## config.mk

```make
export PLATFORM = sky130hd
export DESIGN_NAME = hazard_scoreboard
export DESIGN_NICKNAME = d
export VERILOG_FILES = /design/src/rtl/hazard_scoreboard_pkg.sv /design/src/rtl/hazard_slot_cmp.sv /design/src/rtl/hazard_scoreboard.sv
export SDC_FILE = /design/constraint.sdc
export NUM_CORES = 1
export LEC_CHECK = 0
export ABC_CLOCK_PERIOD_IN_PS = 2500
export CAP_MARGIN = 10
export CORE_MARGIN = 1.5
export CORE_UTILIZATION = 51
export CTS_BUF_LIST = sky130_fd_sc_hd__clkbuf_8
export CTS_CLUSTER_DIAMETER = 30
export DETAILED_ROUTE_END_ITERATION = 16
export PLACE_DENSITY = 0.81
export SLEW_MARGIN = 5
export SYNTH_ARGS = -nofsm -noshare
export SYNTH_HDL_FRONTEND = slang
export SYNTH_HIERARCHICAL = 1
export SYNTH_SLANG_ARGS = --single-unit
```

## constraint.sdc

```tcl
create_clock -name clk -period 2.5 [get_ports clk]
set_input_delay 0.375 -clock clk [delete_from_list [all_inputs] [get_ports clk]]
set_output_delay 0.375 -clock clk [all_outputs]
set_load 0.03 [all_outputs]
```

## src/rtl/hazard_scoreboard_pkg.sv

```systemverilog
// ---------------------------------------------------------------------------
// hazard_scoreboard_pkg
//   Shared definitions for the decode-stage hazard scoreboard:
//   - register-field width and the register-0 "none" encoding
//   - slot layout {valid, is_sr, reg[3:0]} as a packed struct with the
//     matching bit offsets for anyone viewing the flat vector
//   - default tracking depth
//   - helper that turns the decoder's write fields into a slot entry
// ---------------------------------------------------------------------------
package hazard_scoreboard_pkg;

  localparam int REG_W         = 4;
  localparam int SLOT_W        = REG_W + 2;
  localparam logic [REG_W-1:0] REG_NONE = '0;

  // Bit offsets of the flattened slot vector.
  localparam int SLOT_VALID_BIT = SLOT_W - 1;
  localparam int SLOT_IS_SR_BIT = SLOT_W - 2;
  localparam int SLOT_REG_HI    = REG_W - 1;
  localparam int SLOT_REG_LO    = 0;

  localparam int DEFAULT_DEPTH = 3;

  typedef struct packed {
    logic             valid;
    logic             is_sr;
    logic [REG_W-1:0] rnum;
  } slot_t;

  localparam slot_t SLOT_EMPTY = '{valid: 1'b0, is_sr: 1'b0, rnum: REG_NONE};

  // Build the entry an issuing instruction pushes. A GP write takes
  // precedence; the ISA never pairs a GP write with an SR write, so a
  // single entry per instruction is enough. Writes to register 0 create
  // no entry because 0 encodes "no register".
  function automatic slot_t make_entry(input logic [REG_W-1:0] wr_gp,
                                       input logic [REG_W-1:0] wr_sr);
    slot_t e;
    e = SLOT_EMPTY;
    if (wr_gp != REG_NONE) begin
      e.valid = 1'b1;
      e.is_sr = 1'b0;
      e.rnum  = wr_gp;
    end else if (wr_sr != REG_NONE) begin
      e.valid = 1'b1;
      e.is_sr = 1'b1;
      e.rnum  = wr_sr;
    end
    return e;
  endfunction

endpackage

```

## src/rtl/hazard_slot_cmp.sv

```systemverilog
// ---------------------------------------------------------------------------
// hazard_slot_cmp
//   Combinational compare of one in-flight slot against the four read
//   fields of the instruction in decode.
//   Ports:
//     slot    in   slot_t  tracked destination {valid, is_sr, reg}
//     src_gp  in   4       GP source read field (0 = none)
//     tgt_gp  in   4       GP target-as-operand read field (0 = none)
//     src_sr  in   4       SR source read field (0 = none)
//     tgt_sr  in   4       SR target read field (0 = none)
//     hit     out  1       slot holds a pending write one of the reads needs
// ---------------------------------------------------------------------------
module hazard_slot_cmp
  import hazard_scoreboard_pkg::*;
(
  input  slot_t            slot,
  input  logic [REG_W-1:0] src_gp,
  input  logic [REG_W-1:0] tgt_gp,
  input  logic [REG_W-1:0] src_sr,
  input  logic [REG_W-1:0] tgt_sr,
  output logic             hit
);

  logic gp_match;
  logic sr_match;

  // A read field of 0 means "no read", so it must never match; slots never
  // hold register 0 with valid set, but the explicit guard keeps this block
  // correct on its own.
  always_comb begin
    gp_match = ((src_gp != REG_NONE) && (src_gp == slot.rnum)) ||
               ((tgt_gp != REG_NONE) && (tgt_gp == slot.rnum));
    sr_match = ((src_sr != REG_NONE) && (src_sr == slot.rnum)) ||
               ((tgt_sr != REG_NONE) && (tgt_sr == slot.rnum));
    hit      = slot.valid && (slot.is_sr ? sr_match : gp_match);
  end

endmodule

```

## src/rtl/hazard_scoreboard.sv

```systemverilog
// ---------------------------------------------------------------------------
// hazard_scoreboard
//   Responder side of the decode stage's stall interface. Tracks the
//   destination registers of in-flight instructions in a DEPTH-slot shift
//   register (slot 0 = EX ... slot DEPTH-1 = WB) and raises stall_out when
//   the instruction in decode reads a register still pending in a compared
//   slot.
//   Parameters:
//     DEPTH      tracked slots, 2..8
//     WB_BYPASS  1: oldest slot not compared (write-through register file)
//     CNT_W      width of the stall counter
//   Ports:
//     clk            in   1      pipeline clock
//     rst_n          in   1      asynchronous active-low reset
//     enable_in      in   1      pipeline advance enable
//     flush_in       in   1      clears all slots on an enabled edge
//     dec_valid_in   in   1      decode holds a real instruction
//     dec_src_gp_in  in   4      GP source read (0 = none)
//     dec_tgt_gp_in  in   4      GP target read (0 = none)
//     dec_src_sr_in  in   4      SR source read (0 = none)
//     dec_tgt_sr_in  in   4      SR target read (0 = none)
//     dec_wr_gp_in   in   4      GP register written (0 = none)
//     dec_wr_sr_in   in   4      SR register written (0 = none)
//     stall_out      out  1      combinational stall to decode
//     busy_out       out  1      any slot holds a pending write
//     stall_cnt_out  out  CNT_W  saturating count of stalled enabled cycles
// ---------------------------------------------------------------------------
module hazard_scoreboard
  import hazard_scoreboard_pkg::*;
#(
  parameter int DEPTH     = DEFAULT_DEPTH,
  parameter bit WB_BYPASS = 1'b1,
  parameter int CNT_W     = 16
) (
  input  logic             clk,
  input  logic             rst_n,
  input  logic             enable_in,
  input  logic             flush_in,
  input  logic             dec_valid_in,
  input  logic [REG_W-1:0] dec_src_gp_in,
  input  logic [REG_W-1:0] dec_tgt_gp_in,
  input  logic [REG_W-1:0] dec_src_sr_in,
  input  logic [REG_W-1:0] dec_tgt_sr_in,
  input  logic [REG_W-1:0] dec_wr_gp_in,
  input  logic [REG_W-1:0] dec_wr_sr_in,
  output logic             stall_out,
  output logic             busy_out,
  output logic [CNT_W-1:0] stall_cnt_out
);

  localparam logic [CNT_W-1:0] CNT_MAX = '1;

  slot_t            slot_reg [DEPTH];
  logic [DEPTH-1:0] hit_vec;
  logic [DEPTH-1:0] hit_used;
  logic [DEPTH-1:0] valid_vec;
  slot_t            issue_entry;
  logic             stall;
  logic [CNT_W-1:0] cnt_reg;
  logic [CNT_W-1:0] cnt_next;

  // -------------------------------------------------------------------------
  // Per-slot compare. With the write-through register file the oldest slot
  // has already delivered its value by the time decode reads, so it is
  // masked out of the hazard OR.
  // -------------------------------------------------------------------------
  for (genvar gi = 0; gi < DEPTH; gi++) begin : g_cmp
    hazard_slot_cmp u_cmp (
      .slot   (slot_reg[gi]),
      .src_gp (dec_src_gp_in),
      .tgt_gp (dec_tgt_gp_in),
      .src_sr (dec_src_sr_in),
      .tgt_sr (dec_tgt_sr_in),
      .hit    (hit_vec[gi])
    );

    if (WB_BYPASS && (gi == DEPTH - 1)) begin : g_masked
      assign hit_used[gi] = 1'b0;
    end else begin : g_compared
      assign hit_used[gi] = hit_vec[gi];
    end

    assign valid_vec[gi] = slot_reg[gi].valid;
  end

  // Stall is independent of enable_in so a frozen pipeline still holds
  // decode back.
  assign stall     = dec_valid_in && (|hit_used);
  assign stall_out = stall;
  assign busy_out  = |valid_vec;

  // A stalled or invalid decode slot enters the pipe as a bubble.
  always_comb begin
    issue_entry = SLOT_EMPTY;
    if (dec_valid_in && !stall) begin
      issue_entry = make_entry(dec_wr_gp_in, dec_wr_sr_in);
    end
  end

  // -------------------------------------------------------------------------
  // Shift register. Flush empties every slot and also discards the entry
  // that would otherwise have been pushed this edge.
  // -------------------------------------------------------------------------
  for (genvar gi = 0; gi < DEPTH; gi++) begin : g_slot
    if (gi == 0) begin : g_head
      always_ff @(posedge clk or negedge rst_n) begin
        if (!rst_n) begin
          slot_reg[gi] <= SLOT_EMPTY;
        end else if (enable_in) begin
          slot_reg[gi] <= flush_in ? SLOT_EMPTY : issue_entry;
        end
      end
    end else begin : g_body
      always_ff @(posedge clk or negedge rst_n) begin
        if (!rst_n) begin
          slot_reg[gi] <= SLOT_EMPTY;
        end else if (enable_in) begin
          slot_reg[gi] <= flush_in ? SLOT_EMPTY : slot_reg[gi-1];
        end
      end
    end
  end

  // -------------------------------------------------------------------------
  // Stall counter: counts enabled stalled cycles (flush does not suppress
  // it) and sticks at all-ones.
  // -------------------------------------------------------------------------
  always_comb begin
    cnt_next = cnt_reg;
    if (enable_in && stall && (cnt_reg != CNT_MAX)) begin
      cnt_next = cnt_reg + 1'b1;
    end
  end

  always_ff @(posedge clk or negedge rst_n) begin
    if (!rst_n) begin
      cnt_reg <= '0;
    end else begin
      cnt_reg <= cnt_next;
    end
  end

  assign stall_cnt_out = cnt_reg;

endmodule

```

# After elaboration in Yosys (flattened, before gate mapping)
# Index checks and enable logic that the tools add are counted.
# totals
register_bits,29
inputBits,29
output_inout_bits,18
wordCells,53
# classes
add_sub_neg,1
n_eq_ne,9
muxes,8
reduce_logical,27
# ops
operator,count
2-to-1 mux 6 bit,6
== test 4 bit,8
nonzero test 4 bit,6
"adder 16 x 1 -> 16 bit, second input constant",1
"inequality test 16 bit, second input constant",1
logical AND 1 bit,14
logical OR 1 bit,4
OR reduction 3 bit,1
2-to-1 mux 1 bit,2
OR reduction 2 bit,1
zero test 1 bit,1

# Logic depth before layout (Yosys ltp)
# depth
depth_word,11
mapped_depth,9
ltp_nobuf,8

# Modules after synthesis
# Netlist, hierarchy kept.
# by_module_without_submodules
module,instances,cells_each,area_each_um2,seq_area_each_um2
hazard_scoreboard,1,132,1402.6,725.7
hazard_slot_cmp,2,35,254.0,0.0

# Least setup slack after synthesis
# Ideal clock, no wire load.
# synth_path
path_type,flip-flop to flip-flop
from,reg slot_reg[9] (netlist name)
to,reg cnt_reg[10] (netlist: stall_cnt_out[10])
setup_ps,135
arrival_ps,2102
required_ps,2365
slack_ps,262
stages_incl_launch_ff,8
n_path_buf,0
period_less_slack_ps,2238
cell_sequence,dfrtp_1 or3_1 a2111oi_2 o311a_1 o211ai_1 nor3_1 nand4_1 xnor2_1
# synth_between
elab_chain_cells,9
elab_cells_between_ends,16
cone_classes,4 x eq/ne; 1 x mux; 11 x reduce/logical
# synth_lines
element,line,rtl
"start, declared",hazard_scoreboard.sv:53,slot_t slot_reg [DEPTH];
"start signal, assigned by index",hazard_scoreboard.sv:118,slot_reg[gi] <= flush_in ? SLOT_EMPTY : slot_reg[gi-1];
== test 4 bit (on tied branches),n/a,
logical AND 1 bit (on tied branches),n/a,
logical OR 1 bit (on tied branches),"hazard_slot_cmp.sv:31, hazard_slot_cmp.sv:33",
2-to-1 mux 1 bit *,hazard_slot_cmp.sv:35,hit = slot.valid && (slot.is_sr ? sr_match : gp_match);
logical AND 1 bit *,hazard_slot_cmp.sv:35,
net hit_used[1],hazard_scoreboard.sv:55,logic [DEPTH-1:0] hit_used;
OR reduction 2 bit *,hazard_scoreboard.sv:88,assign stall = dec_valid_in && (|hit_used);
logical AND 1 bit *,hazard_scoreboard.sv:88,
logical AND 1 bit * (2 in series),hazard_scoreboard.sv:130,if (enable_in && stall && (cnt_reg != CNT_MAX)) begin
"end signal, assigned",hazard_scoreboard.sv:139,cnt_reg <= cnt_next;
"end, declared",hazard_scoreboard.sv:59,logic [CNT_W-1:0] cnt_reg;
# The timed path passes the listed nets; every way through them passes the cells marked *.
# A chain may end at the register's enable or synchronous reset.

# Final worst setup path
# layout_path
from,reg slot_reg[6] (netlist name)
to,out stall_out
# layout_between
elab_chain_cells,7
elab_cells_between_ends,14
cone_classes,4 x eq/ne; 1 x mux; 9 x reduce/logical
# layout_lines
element,line,rtl
== test 4 bit (on tied branches),n/a,
logical AND 1 bit (on tied branches),n/a,
logical OR 1 bit (on tied branches),"hazard_slot_cmp.sv:31, hazard_slot_cmp.sv:33",
2-to-1 mux 1 bit *,hazard_slot_cmp.sv:35,
logical AND 1 bit *,hazard_slot_cmp.sv:35,
net hit_used[1],hazard_scoreboard.sv:55,
OR reduction 2 bit *,hazard_scoreboard.sv:88,
logical AND 1 bit *,hazard_scoreboard.sv:88,
"end, declared",hazard_scoreboard.sv:46,"output logic stall_out,"
# Marked as above.

==> results.md <==
Clock tree:
- The later pin in the worst-skew pair is clocked with a latency of slightly below 300 ps.
- The TritonCTS clock tree is done.
- The count of hold buffers inserted by post-cts repair is 0.
- After clock tree synthesis, the clock-pin slew on the worst setup and hold paths is ~70 ps.
- The clock sink total is 29.
- No sink is reached through more buffers than the 2 on the longest clock path.
- The number of levels in the clock H-tree is 2.
- Counting the buffers created by CTS gives 5.
- The CTS root buffer is clkbuf_8.

Logic synthesis:
- After synthesis, the share of flip-flops with an asynchronous set or reset is 1.00.
- The mean area per synthesized cell is 9.46 um2.
- The most common flop cell mapped by yosys is dfrtp_1.
- The area share of and/or/nand/nor cells after synthesis is 0.255.
- The synthesized netlist occupies a cell area of approximately 0.0019 mm2.
- The proportion of synthesized area in mux cells is 0.00589.
- Of the total synthesized cell area, the portion taken by full adders, half adders and majority gates is 0.00655.
- The share of the synthesized area in compound gates (AO/OA/AOI/OAI) is 0.116.
- The count of mapped cells out of synthesis is 202.
- Of the total synthesized cell area, the portion taken by XOR and XNOR cells is 0.179.
- The sequential-to-total area share from yosys stat is 0.380.
- Yosys mapped the design onto 38 distinct sky130hd cell types.
- For this run, the number of Yosys warnings is 6.
- Counting flops and latches in the post-synthesis netlist gives 29.
- The number of enable-type register cells in the synthesized netlist is 0.
- The number of nets handed over by synthesis was ~230.
- The main combinational cell family by area after synthesis is simple AND/OR/NAND/NOR gates.

Final layout:
- The flip-flop count of the largest register after layout is 16.
- The layout overhead on the synthesized area is 45.4%.
- The number of nets in the layout is ~300.
- The number of inserted diodes is 0.
- In the final layout, the share of cells above drive strength 1 is 0.244.
- The number of standard cells in the layout, taps in and fillers out is between 300 and 400.

Worst setup path:
- Data on the critical path is required at its endpoint by 2120 ps.
- The critical path is of the reg -> out type.
- The number of cells on the worst reg-to-reg path is 8.
- Across all register-to-register paths, the minimum setup slack is around 70 ps.
- The startpoint type of the worst setup path is a register.
- The critical register-to-register path endpoint is stall_cnt_out[10].
- The highest cell delay on the worst timing path is about 480 ps.
- In this run the worst path has a maximum fanout of 6.
- The signal on the critical path passes through or3_1, a21oi_1, o221ai_1, o311a_1, buf_4, o21a_1, buf_6.
- The master of the slowest instance on the critical path is dfrtp_2.
- The critical path endpoint category is a primary output.
- The startpoint identified for the worst register-to-register timing path is slot_reg[15].
- The arrival time at the worst endpoint is roughly 2100 ps.

STA:
- The number of hold violations in the final report is 0.
- Across the routed clock network, the largest skew measured is around 3.4 ps.
- Setup violations remaining at the end of the flow were counted as 0.
- The count of pins over their slew limit was 0.
- For the pin with the worst max-slew slack, the measured transition is roughly 560 ps.
- The clock period minus worst slack is around 2500 ps.
- Of the available clock period, the critical path in the final layout requires 0.982.
- The worst hold slack after final layout is roughly 460 ps.
- Static timing analysis puts the maximum clock frequency at between 400 and 500 MHz.
- The worst pin sits at a relative slew slack of 0.621.

Detailed routing:
- The routed wirelength normalized by instance count is roughly 16 um.
- The final route contains ~1800 vias.
- After detailed routing, the total wire length is 4960 um.
- The highest routed metal layer is met4.
- The met2 wire length is 2510 um.
- The routed metal-1 wirelength is approximately 2200 um.
- The number of design rule violations left after detail routing is 0.
- In this run the remaining antenna-violating nets after routing total 0.
- The violation count after the first detailed-routing iteration is 101.
- The routed design uses ~180 um of met3 wire.
- Dividing the detail-routed via count by the number of cells gives ~5.5.
- The first TritonRoute pass finished after 4 iterations.

Min path:
- The type of the tightest min-delay check is in -> async.

Placement:
- The total half-perimeter wirelength after legalization and detailed placement is approximately 3500 um.
- The number of input and output port buffers inserted is 46.
- The number of instances in the placed design is ~310.
- The final weighted congestion in routability-driven placement is 0.922.

Global route:
- Entering global routing, the biggest net connects 30 pins.
- Across every metal layer, demand over resource in global routing totals 0.261.
- The initial antenna violation count came to 0.
- After global routing the overflow that remains totals 0.
- The number of global-route vias before repair came to ~1800.
- The wire length of the first global-routing pass is 8380 um.

Power:
- The ratio of total power to cell area is 483 mW/mm2.
- The overall power after layout is roughly 1.3 mW.
- Across the VDD grid, the largest voltage drop is ~0.56 mV.
- The static leakage power is 1.18 nW.

Floorplan:
- The core region is roughly 0.0036 mm2.
- The count of boundary I/O pins is 47.
- In this run the horizontal extent of the chip is between 60 and 70 um.
- The starting utilization of the core area is 0.526.
- In this run the core area contains 22 standard-cell rows.
- The die covers ~0.0041 mm2.
- The die boundary height is between 60 and 70 um.

Run:
- The max-capacitance violation count is 0.

Status:
- The flow ran to the end, and the final reports show no timing, DRC or antenna violations.
critical path: cells and delay by family, from the launching register on:
kind	cells	cell delay, ps
and+or+nand+nor	1	390
AOI/OAI and AO/OA	4	630
DFF	1	480
buffers and inverters	2	290
cell type report:
type / instances / area, um2
fill: 251 / 855
sequential: 29 / 731
timing repair buffer: 70 / 641
clock buffer: 6 / 82.6
tap: 48 / 60.1
multi-input combinational: 149 / 1170
clock inverter: 2 / 37.5
inverter: 14 / 52.6
placed cells by master (no fill, tap or decap), types with 2 or more instances in the layout:
cell / count
or3_4: 5
nor4_2: 2
nand3_2: 3
or3_1: 3
clkbuf_8: 6
xor2_1: 22
nor3_1: 7
nand2_1: 8
a2111oi_4: 3
clkdlybuf4s50_1: 34
nor4_4: 2
a21oi_2: 2
dfrtp_1: 25
nand3b_1: 7
o311a_1: 2
o21ai_0: 8
nor3_2: 3
o22ai_1: 5
or2_2: 2
inv_1: 14
dfrtp_2: 4
dlymetal6s2s_1: 3
buf_4: 24
a21oi_1: 6
dlygate4sd2_1: 7
xnor2_1: 17
nor4_1: 3
nand4_1: 6
and2_2: 5
nand3_1: 10
o221ai_1: 2
nor2_1: 6
through the flow:
stage                     utilization  worst slack (ps)  cell area, um2  setup TNS, ps
after CTS                       0.749              2.55            2720              0
after detailed placement        0.701              -451            2550          -5630
after global routing            0.765             -22.6            2780          -69.6
after global placement          0.701              -391            2550          -5220
after floorplan                     -               262            1910              0
final                           0.765              45.7            2780              0
repair_timing:
action / CTS / global route
setup buffers: 1 / 0
gates cloned: 0 / 0
resized for setup: 16 / 15
setup endpoints to repair: 16 / 16
pin swaps: 4 / 8
how the worst max path moves through the flow:
stage                      from                end  cells after the start
2_1_floorplan       slot_reg[9]  stall_cnt_out[10]                      7
3_3_place_gp   dec_tgt_gp_in[1]  stall_cnt_out[14]                     10
3_5_place_dp   dec_tgt_gp_in[1]   stall_cnt_out[9]                      9
4_1_cts             slot_reg[9]          stall_out                      6
5_1_grt            slot_reg[15]   stall_cnt_out[6]                      7
6_report            slot_reg[6]          stall_out                      7
metal layers:
layer,up-vias,track usage
met5,-,0
met4,0,0.101
met3,9,0.0563
met2,33,0.424
met1,865,0.341
li1,848,-
power by group:
part	internal, mW	total, mW	leakage [nW]	switching (mW)
Sequential	0.495	0.537	0.387	0.0415
Clock	0.324	0.514	0.0574	0.191
Combinational	0.148	0.292	0.733	0.145
Total	0.966	1.34	1.18	0.377
cells in the mapped netlist (all sizes together) (2+ instances only):
| cell | number | area (um2) |
|---|---|---|
| xor2 | 22 | 193 |
| buf | 7 | 37.5 |
| clkbuf | 3 | 21.3 |
| or2 | 2 | 12.5 |
| and2 | 5 | 37.5 |
| nand3b | 7 | 52.6 |
| o311a | 2 | 20.0 |
| nor3 | 10 | 65.1 |
| nor4 | 7 | 65.1 |
| nor2 | 6 | 22.5 |
| nand4 | 6 | 37.5 |
| o22ai | 5 | 31.3 |
| dfrtp | 29 | 726 |
| or3 | 8 | 50.1 |
| nand3 | 13 | 80.1 |
| inv | 14 | 52.6 |
| nand2 | 8 | 30.0 |
| o21ai | 8 | 40.0 |
| a2111oi | 4 | 50.1 |
| a21oi | 8 | 40.0 |
| xnor2 | 17 | 149 |
| o221ai | 2 | 17.5 |
cells by family after synthesis:
group           after synthesis
simple gates                 76
xor+xnor                     39
compound gates               32
flops                        29
buf+inv                      24
mux                           1
fa+ha+maj                     1
Note: power is estimated with default switching activity, not from simulation.
